File: src/rtl/seg_scan_controller.sv
// Four-digit active-low seven-segment scan controller with frame handshake, blink and guard cycle.
// Outputs are registered (first lit cycle 2 cycles after a slot tick); a held frame is released only on a scan wrap.
module seg_scan_controller #(
   parameter int REFRESH_DIV  = 100000,
   parameter int BLINK_FRAMES = 125
) (
   input  logic        CLK,
   input  logic        RST,
   input  logic        LOAD,
   input  logic [19:0] LETTERS,
   input  logic [3:0]  BLINK_EN,
   output logic        READY,
   output logic [4:0]  LET,
   input  logic [7:0]  SEG_IN,
   output logic [7:0]  seg,
   output logic [3:0]  an
);

   localparam int CW = $clog2(REFRESH_DIV);
   localparam int FW = (BLINK_FRAMES > 1) ? $clog2(BLINK_FRAMES) : 1;

   localparam logic [0:0] GUARD = 1'b0;
   localparam logic [0:0] DRIVE = 1'b1;

   logic [CW-1:0] prescale;
   logic [1:0]    idx;
   logic [19:0]   display;
   logic [19:0]   pending;
   logic [FW-1:0] frame_cnt;
   logic          blink_off;
   logic [0:0]    state;
   logic [0:0]    next_state;
   logic          tick;
   logic          wrap;
   logic [4:0]    cur;
   logic          dark;

   assign tick = (prescale == CW'(REFRESH_DIV - 1));
   assign wrap = tick && (idx == 2'd3);

   always_comb begin
      cur = display[4:0];
      case (idx)
         2'd1:    cur = display[9:5];
         2'd2:    cur = display[14:10];
         2'd3:    cur = display[19:15];
         default: cur = display[4:0];
      endcase
   end

   assign LET  = cur;
   assign dark = (cur >= 5'd26) || (blink_off && BLINK_EN[idx]);

   always_ff @(posedge CLK or posedge RST) begin
      if (RST) begin
         prescale <= '0;
         idx      <= 2'd0;
      end else if (tick) begin
         prescale <= '0;
         idx      <= idx + 2'd1;
      end else begin
         prescale <= prescale + 1'b1;
      end
   end

   // A frame accepted on a wrap edge has READY high there, so it is held for the next wrap.
   always_ff @(posedge CLK or posedge RST) begin
      if (RST) begin
         READY   <= 1'b1;
         pending <= '1;
         display <= '1;
      end else if (wrap && !READY) begin
         display <= pending;
         READY   <= 1'b1;
      end else if (LOAD && READY) begin
         pending <= LETTERS;
         READY   <= 1'b0;
      end
   end

   always_ff @(posedge CLK or posedge RST) begin
      if (RST) begin
         frame_cnt <= '0;
         blink_off <= 1'b0;
      end else if (wrap) begin
         if (frame_cnt == FW'(BLINK_FRAMES - 1)) begin
            frame_cnt <= '0;
            blink_off <= ~blink_off;
         end else begin
            frame_cnt <= frame_cnt + 1'b1;
         end
      end
   end

   always_comb begin
      next_state = state;
      case (state)
         GUARD:   next_state = DRIVE;
         DRIVE:   if (tick) next_state = GUARD;
         default: next_state = GUARD;
      endcase
   end

   // Outputs follow the next state so the guard cycle blanks the pins while idx settles.
   always_ff @(posedge CLK or posedge RST) begin
      if (RST) begin
         state <= GUARD;
         an    <= 4'hF;
         seg   <= 8'hFF;
      end else begin
         state <= next_state;
         if (next_state == GUARD) begin
            an  <= 4'hF;
            seg <= 8'hFF;
         end else begin
            an  <= ~(4'b0001 << idx);
            seg <= dark ? 8'hFF : SEG_IN;
         end
      end
   end

endmodule

File: config.mk
export PLATFORM = sky130hd
export DESIGN_NAME = seg_scan_controller
export DESIGN_NICKNAME = d
export VERILOG_FILES = /design/src/rtl/seg_scan_controller.sv
export SDC_FILE = /design/constraint.sdc
export NUM_CORES = 1
export LEC_CHECK = 0
export CORE_MARGIN = 2
export CORE_UTILIZATION = 40
export DETAILED_ROUTE_END_ITERATION = 10
export PLACE_DENSITY = 0.73
export SYNTH_ARGS = -nofsm -noshare
export SYNTH_HDL_FRONTEND = slang
export SYNTH_SLANG_ARGS = --single-unit
File: constraint.sdc
create_clock -name CLK -period 2.8 [get_ports CLK]
set_clock_uncertainty 0.2 [all_clocks]
set_input_delay 0.56 -clock CLK [delete_from_list [all_inputs] [get_ports CLK]]
set_output_delay 0.56 -clock CLK [all_outputs]
set_load 0.02 [all_outputs]
==> reports/results.ini, run 1 <==
[setup_path]
timing.critical_path.from=idx[0]$_DFFE_PP0P_
path_common_cell=a21oi_1
r2r_end=display[6]$_DFFE_PP1P_
cp-start-kind=flip-flop
critPathMaxFanout=9
max_stage_delay_ps=440
worstSetupPathType=flip-flop to primary output
cp-end-kind=primary output
worstPathRequired_ps=2040
r2r_cells=4
crit_slowest_cell=dfrtp_2
path_cells=inv_1 -> ha_2 -> a21oi_1 -> a21oi_1 -> dlygate4sd2_1
cp.arrival_ps=1850
rrSetupSlack_ps=570
crit-reg2reg-launch=prescale[5]$_DFF_PP0_
critPathCapture=LET[2]

[status]
status=complete, no violations

[clock_network]
clkTransAtPathRegs_ps=70
cts_buffers=9
cts_tree=built
ctsHtreeMaxLevel=3
clock_latency_ps=350
root_buffer=clkbuf_8
hold_buffers=0
cts_buffer_depth=2
cts_sinks=81
cts_setup_buffers=0

[layout]
fin_nets=386
drive_above_1_share=0.371
final_util=0.499
diodes=0
num-fill-cells=813
area_growth_pct=22.4

[drt]
first_iter_violations=106
ant_nets=0
dr_total_vias=2368
dr.pass1.iters=4
drc=0
wl_per_cell_um=15.2
routed_via_density=5.16
routed_wl_um=7000

[floorplanning]
row_count=35
coreArea_um2=9150
initial_core_util=0.408
fp.dieH_um=101
die_w_um=101
die_area_um2=10100
pin_count=53

[yosys]
syn-instance-count=284
synth.area.top_cells=dfstp_2 37%, dfrtp_1 19%, mux2_4 8.0%
async_flop_share=1.00
synth_nets=327
synth_seq_area_share=0.561
synth_top_area_cell=dfstp_2
synth_seq_cells=81
syn_area_um2=3730
synthDominantCellAreaShare=0.373
syn_area_per_cell_um2=13.1
synthDistinctLibCells=42
synthFlopType=dfstp_2
synth_edf_count=0
ys_warn_count=0

[global_routing]
grt_max_degree=48
antenna_found_initial=0
grt-ovfl-total=0
grtUsageTotal=0.148
grt_pass1_vias=2352
grt_pass1_wl_um=11600

[min_path]
hp-class=flip-flop to flip-flop
hold_start=state$_DFF_PP0_

[sta]
hold_slack_ps=235
worst_pin_slew_ps=431
post-route-min-period_ps=2610
fin_ws_ps=185
hold_violations=0
clock.fmax_ghz=0.382
finalCritPeriodShare=0.934
maxSlewHeadroom=0.712
rsz0062_at_grt=no
fin_tns_setup_ps=0
setup_viol=0
slew_viol_final=0

[run]
maxCapViolations=0

[power]
internal_power_mw=1.76
total_power_mw=2.23
vdd.ir_drop.worst_v=0.000268
leakagePower_nw=1.92
sw_frac_of_total=0.211
p_switching_mw=0.471
power.share.sequential=0.565
pwr-share-comb=0.060
powerDensity_nw_per_um2=488
power_frac_clock=0.374

[place]
place.port_buffers=52
gp_congestion=0.832
place_hpwl_um=5110
place_ws_ps=90.7

flip-flops by register name (all words and copies together), names as in the netlist:
signal     count
READY          1
an             4
blink_off      1
display       20
frame_cnt      7
idx            2
pending       20
prescale      17
seg            8
state          1
cells in the mapped netlist, types with 4 or more instances:
cell,instances
nand3_1,18
inv_1,9
nor2b_1,5
o31ai_1,6
and4_1,6
clkbuf_1,6
a22oi_1,4
nand4_1,4
and3_1,5
nor2_1,14
xnor2_1,11
mux2_4,20
a21oi_1,8
mux2i_1,5
o21ai_0,4
dfrtp_1,28
dfstp_2,53
ha_1,8
mux2_2,21
nand2_1,20
cell type report:
type,instances,area (um^2),area share
Clock buffer,11,141,0.0309
Multi-Input combinational cell,183,1530,0.336
Clock inverter,5,52.6,0.0115
Inverter,9,33.8,0.00739
Tap cell,111,139,0.0304
Sequential cell,81,2090,0.458
Timing Repair Buffer,59,576,0.126
power groups by stage:
stage	Combinational [mW]	Sequential, mW	Clock, mW
2_1_floorplan	0.0549	1.28	0
3_3_place_gp	0.135	1.28	0
3_5_place_dp	0.137	1.28	0
4_1_cts	0.138	1.26	0.864
5_1_grt	0.147	1.27	0.919
6_report	0.135	1.26	0.835
cell families (layout without fill, tap and decap cells):
| family | count (synthesis) | count (layout) | share of synthesized area |
|---|---|---|---|
| buf+inv | 20 | 84 | 0.0305 |
| xor+xnor | 13 | 13 | 0.0305 |
| mux | 47 | 47 | 0.163 |
| simple gates | 86 | 86 | 0.137 |
| flops | 81 | 81 | 0.561 |
| fa+ha+maj | 8 | 8 | 0.0268 |
| compound gates | 29 | 29 | 0.0516 |
per-layer routing:
layer,vias to the layer above,share of wire,GRT usage
met5,-,0,0
met4,0,0.024,0.0854
met3,12,0.040,0.0243
met2,68,0.45,0.215
met1,1152,0.48,0.210
li1,1136,-,-
worst min-delay path by stage:
stage	end	depth (start not counted)
finish	state$_DFF_PP0_	1
global route	state$_DFF_PP0_	1
detailed placement	state$_DFF_PP0_	1
floorplan	state$_DFF_PP0_	1
CTS	state$_DFF_PP0_	1
global placement	state$_DFF_PP0_	1
layout by cell type (no fill, tap or decap), drive strengths merged, types with 2 or more instances in the layout:
master         netlist  routed
dfstp               53      53
clkdlybuf4s50        0      47
mux2                41      41
dfrtp               28      28
nand2               20      20
nand3               18      18
nor2                14      14
clkbuf               6      12
xnor2               11      11
inv                  9      11
a21oi                8       8
ha                   8       8
and4                 7       7
buf                  5       7
o31ai                6       6
and3                 6       6
nor2b                5       5
mux2i                5       5
nand4                5       5
a22oi                4       4
o21ai                4       4
dlygate4sd2          0       4
nor4bb               2       2
and4bb               2       2
xor2                 2       2
and2                 2       2
a31oi                2       2
clkinv               0       2
nor4b                2       2
per-stage QoR:
step | instances | cell area (um^2)
4_1_cts | 459 | 4570
2_1_floorplan | 284 | 3730
5_1_grt | 459 | 4570
6_report | 459 | 4570
3_5_place_dp | 443 | 4380
3_3_place_gp | 443 | 4380
what timing repair did:
action                                  CTS  global route
endpoints found under the setup margin    5             4
cloned                                    0             0
gates resized for setup                   8             3
worst max-delay path, delay by kind of cell (launching register included):
family	cells	cell delay, ps
AOI/OAI and AO/OA	2	260
adders and majority gates	1	290
DFF	1	440
buffers and inverters	2	520
(Power assumes the default switching activity.)
==> run 2: changes to the inputs <==
--- a/config.mk
+++ b/config.mk
@@ -5,6 +5,7 @@
 export SDC_FILE = /design/constraint.sdc
 export NUM_CORES = 1
 export LEC_CHECK = 0
+export CORE_ASPECT_RATIO = 0.8
 export CORE_MARGIN = 2
 export CORE_UTILIZATION = 40
 export DETAILED_ROUTE_END_ITERATION = 10
@@ -12,3 +13,4 @@
 export SYNTH_ARGS = -nofsm -noshare
 export SYNTH_HDL_FRONTEND = slang
 export SYNTH_SLANG_ARGS = --single-unit
+export TNS_END_PERCENT = 20
==> reports/results.ini, run 2 (synthesis results as in run 1) <==
[status]
status=complete, no violations

[drt]
routed_wl_um=7370
dr_total_vias=2405
drc=0
dr.pass1.iters=4
ant_nets=0
wl_per_cell_um=15.9
first_iter_violations=151
routed_via_density=5.21

[layout]
layout_common_cells=53 x dfstp_2, 47 x clkdlybuf4s50_1, 28 x dfrtp_1, 21 x mux2_2
num-fill-cells=795
final_util=0.515
fin_nets=385
reg_top3=display: 20 flops, pending: 20 flops, prescale: 17 flops
layout_commonest_cell=dfstp_2
diodes=0
instances_no_fill=462
drive_above_1_share=0.360
stdcell_area_um2=4670
area_growth_pct=25.1

[setup_path]
r2r_cells=6
critPathMaxFanout=6
worstSetupPathType=flip-flop to primary output
rrSetupSlack_ps=630
r2r_end=seg[4]$_DFF_PP1_
cp.arrival_ps=1900
crit-reg2reg-launch=idx[1]$_DFFE_PP0P_
cp-start-kind=flip-flop
cp-end-kind=primary output
worstPathRequired_ps=2040

[place]
postPlaceCellArea_um2=4380
place_hpwl_um=5080
gp_congestion=0.832
place_ws_ps=146
place.port_buffers=52
place.detailed.instances=446

[global_routing]
grt-ovfl-total=0
antenna_found_initial=0
grt_max_degree=82
grt_pass1_vias=2472
grtUsageTotal=0.155
grt_pass1_wl_um=12500

[sta]
setup_viol=0
hold_slack_ps=233
post-route-min-period_ps=2660
worst_pin_slew_ps=659
maxSlewHeadroom=0.559
rsz0062_at_grt=no
fin_ws_ps=142
hold_violations=0
fin_tns_setup_ps=0
clock.fmax_ghz=0.376
finalCritPeriodShare=0.949
slew_viol_final=0

[clock_network]
clkTransAtPathRegs_ps=60
clock_latency_ps=330
cts_sinks=81
hold_buffers=0
ctsHtreeMaxLevel=3
root_buffer=clkbuf_16
cts_tree=built
cts_buffer_depth=2
cts_buffers=9

[floorplanning]
die_w_um=112
initial_core_util=0.411
coreArea_um2=9080
die_area_um2=10100
row_count=31
fp.dieH_um=90.4
pin_count=53

[min_path]
hp-class=flip-flop to flip-flop
holdPathEnd=state$_DFF_PP0_
hold_start=state$_DFF_PP0_
min_path_cells=1

[power]
leakagePower_nw=1.96
powerDensity_nw_per_um2=547
total_power_mw=2.55
vdd.ir_drop.worst_v=0.000320

[run]
maxCapViolations=0

==> run 2: where the power goes <==
group / internal (mW) / leakage [nW] / switching (mW)
combinational: 0.0836 / 0.895 / 0.0513
clock: 0.716 / 0.144 / 0.443
sequential: 1.24 / 0.924 / 0.0191
==> run 2: timing repair <==
action                     CTS  global route
hold endpoints to repair     0             0
pin swaps                    0             0
resized for setup            7             1
setup endpoints to repair    5             1
setup buffers                0             0
==> run 2: layer usage <==
metal / vias up / track usage / routed length, um / part of all wire
met1: 1201 / 0.224 / 3690 / 0.50
met5: - / 0 / 0 / 0
met2: 60 / 0.231 / 3240 / 0.44
li1: 1135 / - / - / -
met3: 9 / 0.0477 / 368 / 0.050
met4: 0 / 0.0366 / 76 / 0.010
==> run 2: worst max-delay path, cell delays in order, from the launching register on <==
cell	delay, ps
dfrtp_1	420
inv_2	90
ha_2	240
a222oi_1	340
mux2i_1	140
dlygate4sd2_1	340
==> run 2: worst max-delay path by stage <==
stage,start,to,slack (ps)
global placement,idx[0]$_DFFE_PP0P_,LET[0],250
detailed placement,idx[0]$_DFFE_PP0P_,LET[0],150
floorplan,RST,blink_off$_DFFE_PP0P_,50
CTS,idx[0]$_DFFE_PP0P_,LET[0],70
finish,idx[0]$_DFFE_PP0P_,LET[0],140
global route,idx[0]$_DFFE_PP0P_,LET[0],40
==> run 2: area by class of cell <==
type | instances | area, um^2 | area share
tap | 115 | 144 | 0.0308
clock buffer | 12 | 246 | 0.0528
clock inverter | 4 | 50.0 | 0.0107
timing repair buffer | 58 | 572 | 0.122
inverter | 9 | 33.8 | 0.00723
sequential | 81 | 2090 | 0.448
multi-input combinational | 183 | 1530 | 0.328
